==> src/rtl/perf_stat_pkg.sv <==
// Shared constants for perf_stat_display: 7-segment glyphs, blank code, run/halt state type.
`timescale 1ns/1ps
package perf_stat_pkg;

    // Segment pattern with every segment and the decimal point dark (active-low).
    localparam logic [7:0] SEG_BLANK = 8'hFF;

    // Hex glyphs, active-low {dp, g, f, e, d, c, b, a}; entry 15 first, dp kept off.
    localparam logic [15:0][7:0] SEG_GLYPH = {
        8'h8E, 8'h86, 8'hA1, 8'hC6, 8'h83, 8'h88, 8'h90, 8'h80,
        8'hF8, 8'h82, 8'h92, 8'h99, 8'hB0, 8'hA4, 8'hF9, 8'hC0
    };

    typedef enum logic {
        ST_RUN  = 1'b0,
        ST_HALT = 1'b1
    } run_state_t;

    // Map one hex nibble to its active-low segment pattern.
    function automatic logic [7:0] hex_to_seg(input logic [3:0] nib);
        return SEG_GLYPH[nib];
    endfunction

endpackage

==> src/rtl/seg7_scan.sv <==
// Multiplexed hex display scanner: one digit lit at a time, advancing every 2^SCAN_LOG cycles.
`timescale 1ns/1ps
module seg7_scan
    import perf_stat_pkg::*;
#(
    parameter int unsigned NUM_DIG  = 4,
    parameter int unsigned SCAN_LOG = 10
) (
    input  logic                   clk,
    input  logic                   RST,
    input  logic [NUM_DIG*4-1:0]   value,
    output logic [NUM_DIG-1:0]     AN,
    output logic [7:0]             Segment
);

    localparam int unsigned DIG_W = (NUM_DIG > 1) ? $clog2(NUM_DIG) : 1;

    logic [SCAN_LOG-1:0] scan_cnt;
    logic [DIG_W-1:0]    digit;
    logic [3:0]          nib;

    // Pick the nibble belonging to the digit currently being driven.
    always_comb begin
        nib = 4'h0;
        for (int k = 0; k < int'(NUM_DIG); k++) begin
            if (digit == DIG_W'(k)) begin
                nib = value[k*4 +: 4];
            end
        end
    end

    // Scan timer, digit index and registered anode/segment drive.
    always_ff @(posedge clk) begin
        if (RST) begin
            scan_cnt <= '0;
            digit    <= '0;
            AN       <= '1;
            Segment  <= SEG_BLANK;
        end else begin
            scan_cnt <= scan_cnt + SCAN_LOG'(1);
            if (&scan_cnt) begin
                digit <= (digit == DIG_W'(NUM_DIG - 1)) ? '0 : digit + DIG_W'(1);
            end
            AN      <= ~(NUM_DIG'(1) << digit);
            Segment <= hex_to_seg(nib);
        end
    end

endmodule

==> src/rtl/perf_stat_display.sv <==
// Event counters with run/halt clock-enable generation and a scanned hex display of one channel.
// Build option: define PERF_SAT_EN to make counters saturate instead of wrapping.
`timescale 1ns/1ps
module perf_stat_display
    import perf_stat_pkg::*;
#(
    parameter int unsigned NUM_CH   = 4,
    parameter int unsigned CNT_W    = 16,
    parameter int unsigned NUM_DIG  = 4,
    parameter int unsigned SCAN_LOG = 10,
    parameter int unsigned SLOW_LOG = 20,
    parameter int unsigned SEL_W    = 3
) (
    input  logic               clk,
    input  logic               RST,
    input  logic               stop_button,
    input  logic               Fre_Choice,
    input  logic [SEL_W-1:0]   select,
    input  logic [NUM_CH-1:0]  evt_inc,
    output logic               cpu_en,
    output logic               halted,
    output logic [7:0]         LED,
    output logic [7:0]         Segment,
    output logic [NUM_DIG-1:0] AN
);

    localparam int unsigned DISP_W = NUM_DIG * 4;

    run_state_t          state;
    run_state_t          state_next;
    logic                btn_prev;
    logic [SLOW_LOG-1:0] presc;
    logic                presc_wrap;
    logic [CNT_W-1:0]    cnt [NUM_CH];
    logic [CNT_W-1:0]    sel_val;
    logic [DISP_W-1:0]   disp_val;

    // Run/halt state and button edge-detect register.
    always_ff @(posedge clk) begin
        if (RST) begin
            state    <= ST_RUN;
            btn_prev <= 1'b0;
        end else begin
            state    <= state_next;
            btn_prev <= stop_button;
        end
    end

    // Toggle run/halt on a rising edge of the button only.
    always_comb begin
        state_next = state;
        if (stop_button && !btn_prev) begin
            state_next = (state == ST_RUN) ? ST_HALT : ST_RUN;
        end
    end

    assign halted     = (state == ST_HALT);
    assign presc_wrap = &presc;

    // Free-running prescaler and registered datapath clock-enable.
    always_ff @(posedge clk) begin
        if (RST) begin
            presc  <= '0;
            cpu_en <= 1'b0;
        end else begin
            presc  <= presc + SLOW_LOG'(1);
            cpu_en <= Fre_Choice ? (presc_wrap && !halted) : !halted;
        end
    end

    // Per-channel event counters, qualified by cpu_en.
    always_ff @(posedge clk) begin
        if (RST) begin
            for (int i = 0; i < int'(NUM_CH); i++) begin
                cnt[i] <= '0;
            end
        end else begin
            for (int i = 0; i < int'(NUM_CH); i++) begin
                if (evt_inc[i] && cpu_en) begin
`ifdef PERF_SAT_EN
                    if (cnt[i] != '1) begin
                        cnt[i] <= cnt[i] + CNT_W'(1);
                    end
`else
                    cnt[i] <= cnt[i] + CNT_W'(1);
`endif
                end
            end
        end
    end

    // Channel select; out-of-range selects read as zero.
    always_comb begin
        sel_val = '0;
        for (int i = 0; i < int'(NUM_CH); i++) begin
            if (select == SEL_W'(i)) begin
                sel_val = cnt[i];
            end
        end
    end

    // Registered LED and display value of the selected channel.
    always_ff @(posedge clk) begin
        if (RST) begin
            LED      <= 8'h00;
            disp_val <= '0;
        end else begin
            LED      <= 8'(sel_val);
            disp_val <= DISP_W'(sel_val);
        end
    end

    seg7_scan #(
        .NUM_DIG  (NUM_DIG),
        .SCAN_LOG (SCAN_LOG)
    ) u_scan (
        .clk     (clk),
        .RST     (RST),
        .value   (disp_val),
        .AN      (AN),
        .Segment (Segment)
    );

endmodule

==> config.mk <==
export PLATFORM = sky130hd
export DESIGN_NAME = perf_stat_display
export DESIGN_NICKNAME = d
export VERILOG_FILES = /design/src/rtl/perf_stat_pkg.sv /design/src/rtl/seg7_scan.sv /design/src/rtl/perf_stat_display.sv
export SDC_FILE = /design/constraint.sdc
export NUM_CORES = 1
export LEC_CHECK = 0
export BUFFER_PORTS_ARGS = -buffer_cell sky130_fd_sc_hd__buf_2
export CELL_PAD_IN_SITES_DETAIL_PLACEMENT = 1
export CELL_PAD_IN_SITES_GLOBAL_PLACEMENT = 1
export CORE_MARGIN = 8
export CORE_UTILIZATION = 50
export CTS_BUF_LIST = sky130_fd_sc_hd__clkbuf_4
export CTS_CLUSTER_SIZE = 20
export DETAILED_ROUTE_END_ITERATION = 16
export PLACE_DENSITY_LB_ADDON = 0.2
export SLEW_MARGIN = 15
export SYNTH_ARGS = -nofsm -noshare
export SYNTH_HDL_FRONTEND = slang
export SYNTH_SLANG_ARGS = --single-unit
==> constraint.sdc <==
create_clock -name clk -period 4.4 [get_ports clk]
set_input_delay 0.22 -clock clk [delete_from_list [all_inputs] [get_ports clk]]
set_output_delay 0.22 -clock clk [all_outputs]
set_load 0.1 [all_outputs]
# == Word-level counts from Yosys, hierarchy flattened ==
# Memories as Yosys holds them, arrays and structs flattened. A register that Yosys moved wholly into a read port is not among the register bits.
# Index checks and enable logic that the tools add are counted.
# Widths: inputs -> output; s select.
# classes
n_addsub,7
multipliers,0
n_div,0
order_cmp,0
eq_ne,6
n_shift,1
n_mux,29
n_bitwise,5
n_reduce_logical,12
# ops
op,count
$mux 16,8
$add 16x1->16 const B,4
$add 20x1->20 const B,1
$reduce_and 20->1,1
$mux 1,16
$mux 4,4
$add 10x1->10 const B,1
$reduce_and 10->1,1
$eq 3x2->1 const B,2
$logic_and 1x1->1,6
$eq 2x2->1 const B,2
$not 4->4,1
$or 1x1->1,4
$shl 1x2->4 const A,1
$eq 3x1->1 const B,1
$logic_not 3->1,1
$add 2x1->2 const B,1
$eq 2x1->1 const B,1
$logic_not 1->1,2
$logic_not 2->1,1
$mux 2,1
# word_totals
reg_bits,63
latchBits,0
ram_bits,64
rom_bits,128
output_inout_bits,22
wordCells,71
n_memories,2
# memory_table
name,depth,width,rd,rd_clocked_by_memory_dff,wr,line,source
(no name shown),16,8,1,1,0,perf_stat_pkg.sv:21,return SEG_GLYPH[nib];
cnt,4,16,4,0,4,perf_stat_display.sv:34,logic [CNT_W-1:0] cnt [NUM_CH];

# == Logic depth before layout (Yosys ltp) ==
# logic_depth
depth_word,5
mapped_depth,11
mapped_depth_nobuf,10

# == Cells and area by module ==
# A second synthesis with hierarchy kept.
# unflattened
hier_cells,662
hier_area_um2,6426.2
# modules_own_cells
module,n_inst,cells_per_inst,area_per_inst_um2,seq_area_each_um2
perf_stat_display,1,526,5193.7,2702.6
seg7_scan,1,136,1232.4,460.4

# == Least setup slack after synthesis ==
# No wires, ideal clock.
# synth_timing
path_kind,register to register
start,register u_scan.digit[0]
end,register u_scan.Segment[5]
setup_ns,0.122
t_arrival_ns,2.024
path_slack_ns,2.254
path_stages_with_launch,11
n_path_buf,1
synth_period_minus_slack_ns,2.146
path_cell_list,dfxtp_1 -> ha_1 -> buf_4 -> inv_1 -> nand2_1 -> o221ai_1 -> inv_1 -> ha_1 -> nand2_1 -> o21ai_0 -> a221o_1
# synth_between
elab_chain_cells,5
word_cells_on_any_way,8
cone_classes,eq/ne: 3; mux: 4; reduce/logical: 1
# synth_rtl
item,line,source
"start, declared",seg7_scan.sv:19,logic [DIG_W-1:0] digit;
"start signal, assigned",seg7_scan.sv:42,digit <= (digit == DIG_W'(NUM_DIG - 1)) ? '0 : digit + DIG_W'(1);
$logic_not 2->1,seg7_scan.sv:26,if (digit == DIG_W'(k)) begin
$mux 4 (3 in a row),seg7_scan.sv:26,
$mux 4 *,seg7_scan.sv:26,
"end, declared",seg7_scan.sv:13,output logic [7:0] Segment
# Every way passes the cells marked *; elsewhere a longest branch is shown, timed or not.
# A chain may end at the register's enable or synchronous reset.

# == Final worst setup path ==
# Ends and elaborated chain as after synthesis.

==> run_results.csv <==
group,metric,value,unit
logic_synthesis,syn-num-nets,660,
floorplan,initial_core_util,50.7,%
final_layout,layout.cell_area.non_filler,0.00687,mm²
logic_synthesis,synth_cell_types,48,
drt,drc,0,
logic_synthesis,synth_fa_ha_area_share,3.17,%
critical_path,worstSetupStartpointType,"flop",
logic_synthesis,synthMuxAreaShare,0.317,%
logic_synthesis,synth_top_family_by_area,"simple AND/OR/NAND/NOR gates",
critical_path,crit_path_max_fanout,9,
floorplan,coreArea,0.0125,mm²
drt,drt-total-wl,15300,µm
sta,setup_tns,0,ps
clocking,clock_path_buffers,2,
logic_synthesis,synth_xor_xnor_area_share,9.84,%
global_route,overflow,0,
sta,rsz0062_at_grt,"no",
logic_synthesis,synthFlopType,"edfxtp_1",
critical_path,crit_arrival,2970,ps
logic_synthesis,avgSynthCellArea,9.98,µm²
clocking,root_buffer,"clkbuf_4",
drt,route.vias.total,4688,
final_layout,fillCellCount,1433,
sta,max_freq,400,MHz
power_and_ir_drop,p_leak,2.42,nW
drt,drt_iter0_drc,306,
clocking,clk_pin_slew,120,ps
floorplan,rows,41,
clocking,tritoncts,"built",
clocking,cts_made_buffers,17,
status,status,"completed",
sta,finalCritPeriodShare,56.9,%
sta,hold_viol,0,
global_route,grt_pass1_vias,4929,
sta,setup_viol,0,
logic_synthesis,yosys_warnings,0,
final_layout,nNetsFinal,683,
sta,drv_slew,0,
power_and_ir_drop,vdd_drop_max,162,µV
place,hpwlAfterDp,11000,µm
worst_hold_path,hold_depth,3,
final_layout,multi_input_area,0.00293,mm²
sta,fin_skew,15.3,ps
drt,viasPerCell,5.56,
critical_path,worstSetupPathType,"reg -> reg",
final_layout,area_growth,8.75,%
logic_synthesis,synth_edf_count,64,
global_route,antenna_found_initial,1,
sta,worstMarginPinSlew,999,ps
logic_synthesis,ys_seq_elements,126,
logic_synthesis,synthSimpleGateAreaFrac,23.5,%
worst_hold_path,worstHoldPathType,"in -> reg",
floorplan,die_x,128,µm
place,place_area,0.00652,mm²
critical_path,r2r_cells,8,
final_layout,seq_area,0.00316,mm²
clocking,clock-sinks,126,
logic_synthesis,synthArstFlopShare,0,%
final_layout,drive_above_1_share,11.8,%
global_route,grt_usage,19.8,%
logic_synthesis,syn_area,0.00632,mm²
global_route,grt_pass1_wl,25400,µm
drt,ant_nets,0,
floorplan,dieArea,0.0165,mm²
floorplan,pin_count,33,
logic_synthesis,synth_compound_area_share,9.47,%
clocking,htreeDepth,4,
sta,relSlewSlack,33.2,%
logic_synthesis,synth-seq-area-share,50.1,%
final_layout,utilization,55.1,%
floorplan,fp.dieH,128,µm
place,globalplace.congestion,0.815,
critical_path,cp-end-kind,"flop",
drt,post_drt_wl_per_cell,18.1,µm
final_layout,layout_common_cells,"110 x nor2_1, 64 x edfxtp_1, 62 x dfxtp_1, 47 x nand2_1, 43 x xor2_1",
logic_synthesis,syn_inst,633,
drt,firstDrtPassIters,4,
power_and_ir_drop,power_density,359,mW/mm²
final_layout,mostFrequentLayoutCell,"nor2_1",
global_route,grt_max_degree,50,
clocking,clock_latency,560,ps
critical_path,required,4860,ps
place,io_buffer_count,31,
clocking,cts_setup_buffers,0,
run,maxCapViolations,0,
sta,post-route-min-period,2500,ps
## per-stage QoR
stage	hold WS, ps	total power, mW	setup WS [ps]	instances
finish	189	2.47	1900	843
global route	192	2.57	1610	842
CTS	143	2.49	1890	841
detailed placement	433	1.64	1920	804
global placement	422	1.62	2070	804
floorplan	319	1.57	2250	633
## power by group
part	switching (mW)	internal (mW)	total [mW]
Combinational	0.199	0.0691	0.268
Sequential	0.0574	1.29	1.35
Clock	0.455	0.400	0.856
Total	0.711	1.76	2.47
## critical path, cell delays in order, from the launching register on
cell and delay, ps:
dfxtp_1 410, ha_1 400, inv_1 120, o221ai_1 550
inv_1 140, ha_1 230, nand2_1 110, o21ai_0 100
a221o_1 350
## path summary, 6_finish.rpt
check	start	to	slack, ps
min	select[0]	disp_val[9]	190
max	u_scan.digit[0]	u_scan.Segment[5]	1900
max reg2reg	u_scan.digit[0]	u_scan.Segment[5]	1900
min reg2reg	presc[0]	presc[0]	450
## cell type report
| type | instances | share of cell area, % |
|---|---|---|
| Sequential cell | 126 | 46.0 |
| Multi-Input combinational cell | 460 | 42.6 |
| Tap cell | 172 | 3.13 |
| Timing Repair Buffer | 36 | 2.99 |
| Clock inverter | 14 | 2.40 |
| Clock buffer | 18 | 1.97 |
| Inverter | 15 | 0.820 |
| Antenna cell | 2 | 0.0728 |
## cells in the mapped netlist, drive strengths merged, types with 3 or more instances
library cell,n,share of area (%)
nor2b,19,1.9
o221ai,18,2.5
nand4,18,2.0
nor3,16,1.5
a221o,3,0.48
nor2,112,6.8
o21ai,16,1.3
edfxtp,64,30
a211oi,17,2.0
nand3b,4,0.67
a21oi,14,1.1
ha,16,3.2
nand2b,6,0.59
nand3,30,2.5
xor2,43,6.0
and4,8,1.1
and3,11,1.1
or3,13,1.3
o211ai,3,0.36
nand2,47,2.8
inv,14,0.83
and2,3,0.30
buf,15,1.7
dfxtp,62,20
xnor2,28,3.9
clkbuf,17,1.0
## sequential cells by signal (all words and copies together), names as in the netlist
register         cells
btn_prev             1
u_scan.AN            4
u_scan.digit         2
presc               20
halted               1
LED                  7
cpu_en               1
disp_val             9
u_scan.scan_cnt     10
cnt                 64
u_scan.Segment       7
## routing by layer
metal / vias to the layer above / GRT usage [%] / part of all wire [%]
li1: 2282 / - / -
met1: 2301 / 24.4 / 45
met2: 80 / 32.4 / 48
met3: 25 / 5.05 / 4.6
met4: 0 / 7.76 / 1.6
met5: - / 0 / 0
## kinds of logic (layout without fill, tap and decap cells)
logic type	Yosys count	after routing
AND/OR/NAND/NOR	291	291
flip-flops	126	126
AO/OA/AOI/OAI	79	79
XOR/XNOR	71	71
buffers and inverters	47	83
adder cells (fa/ha/maj)	16	16
multiplexers	2	2
other	1	3
## timing repair
action,4_1_cts,5_1_grt
resized for setup,0,0
hold endpoints to repair,5,0
hold buffers,5,0
(Power assumes the default switching activity.)
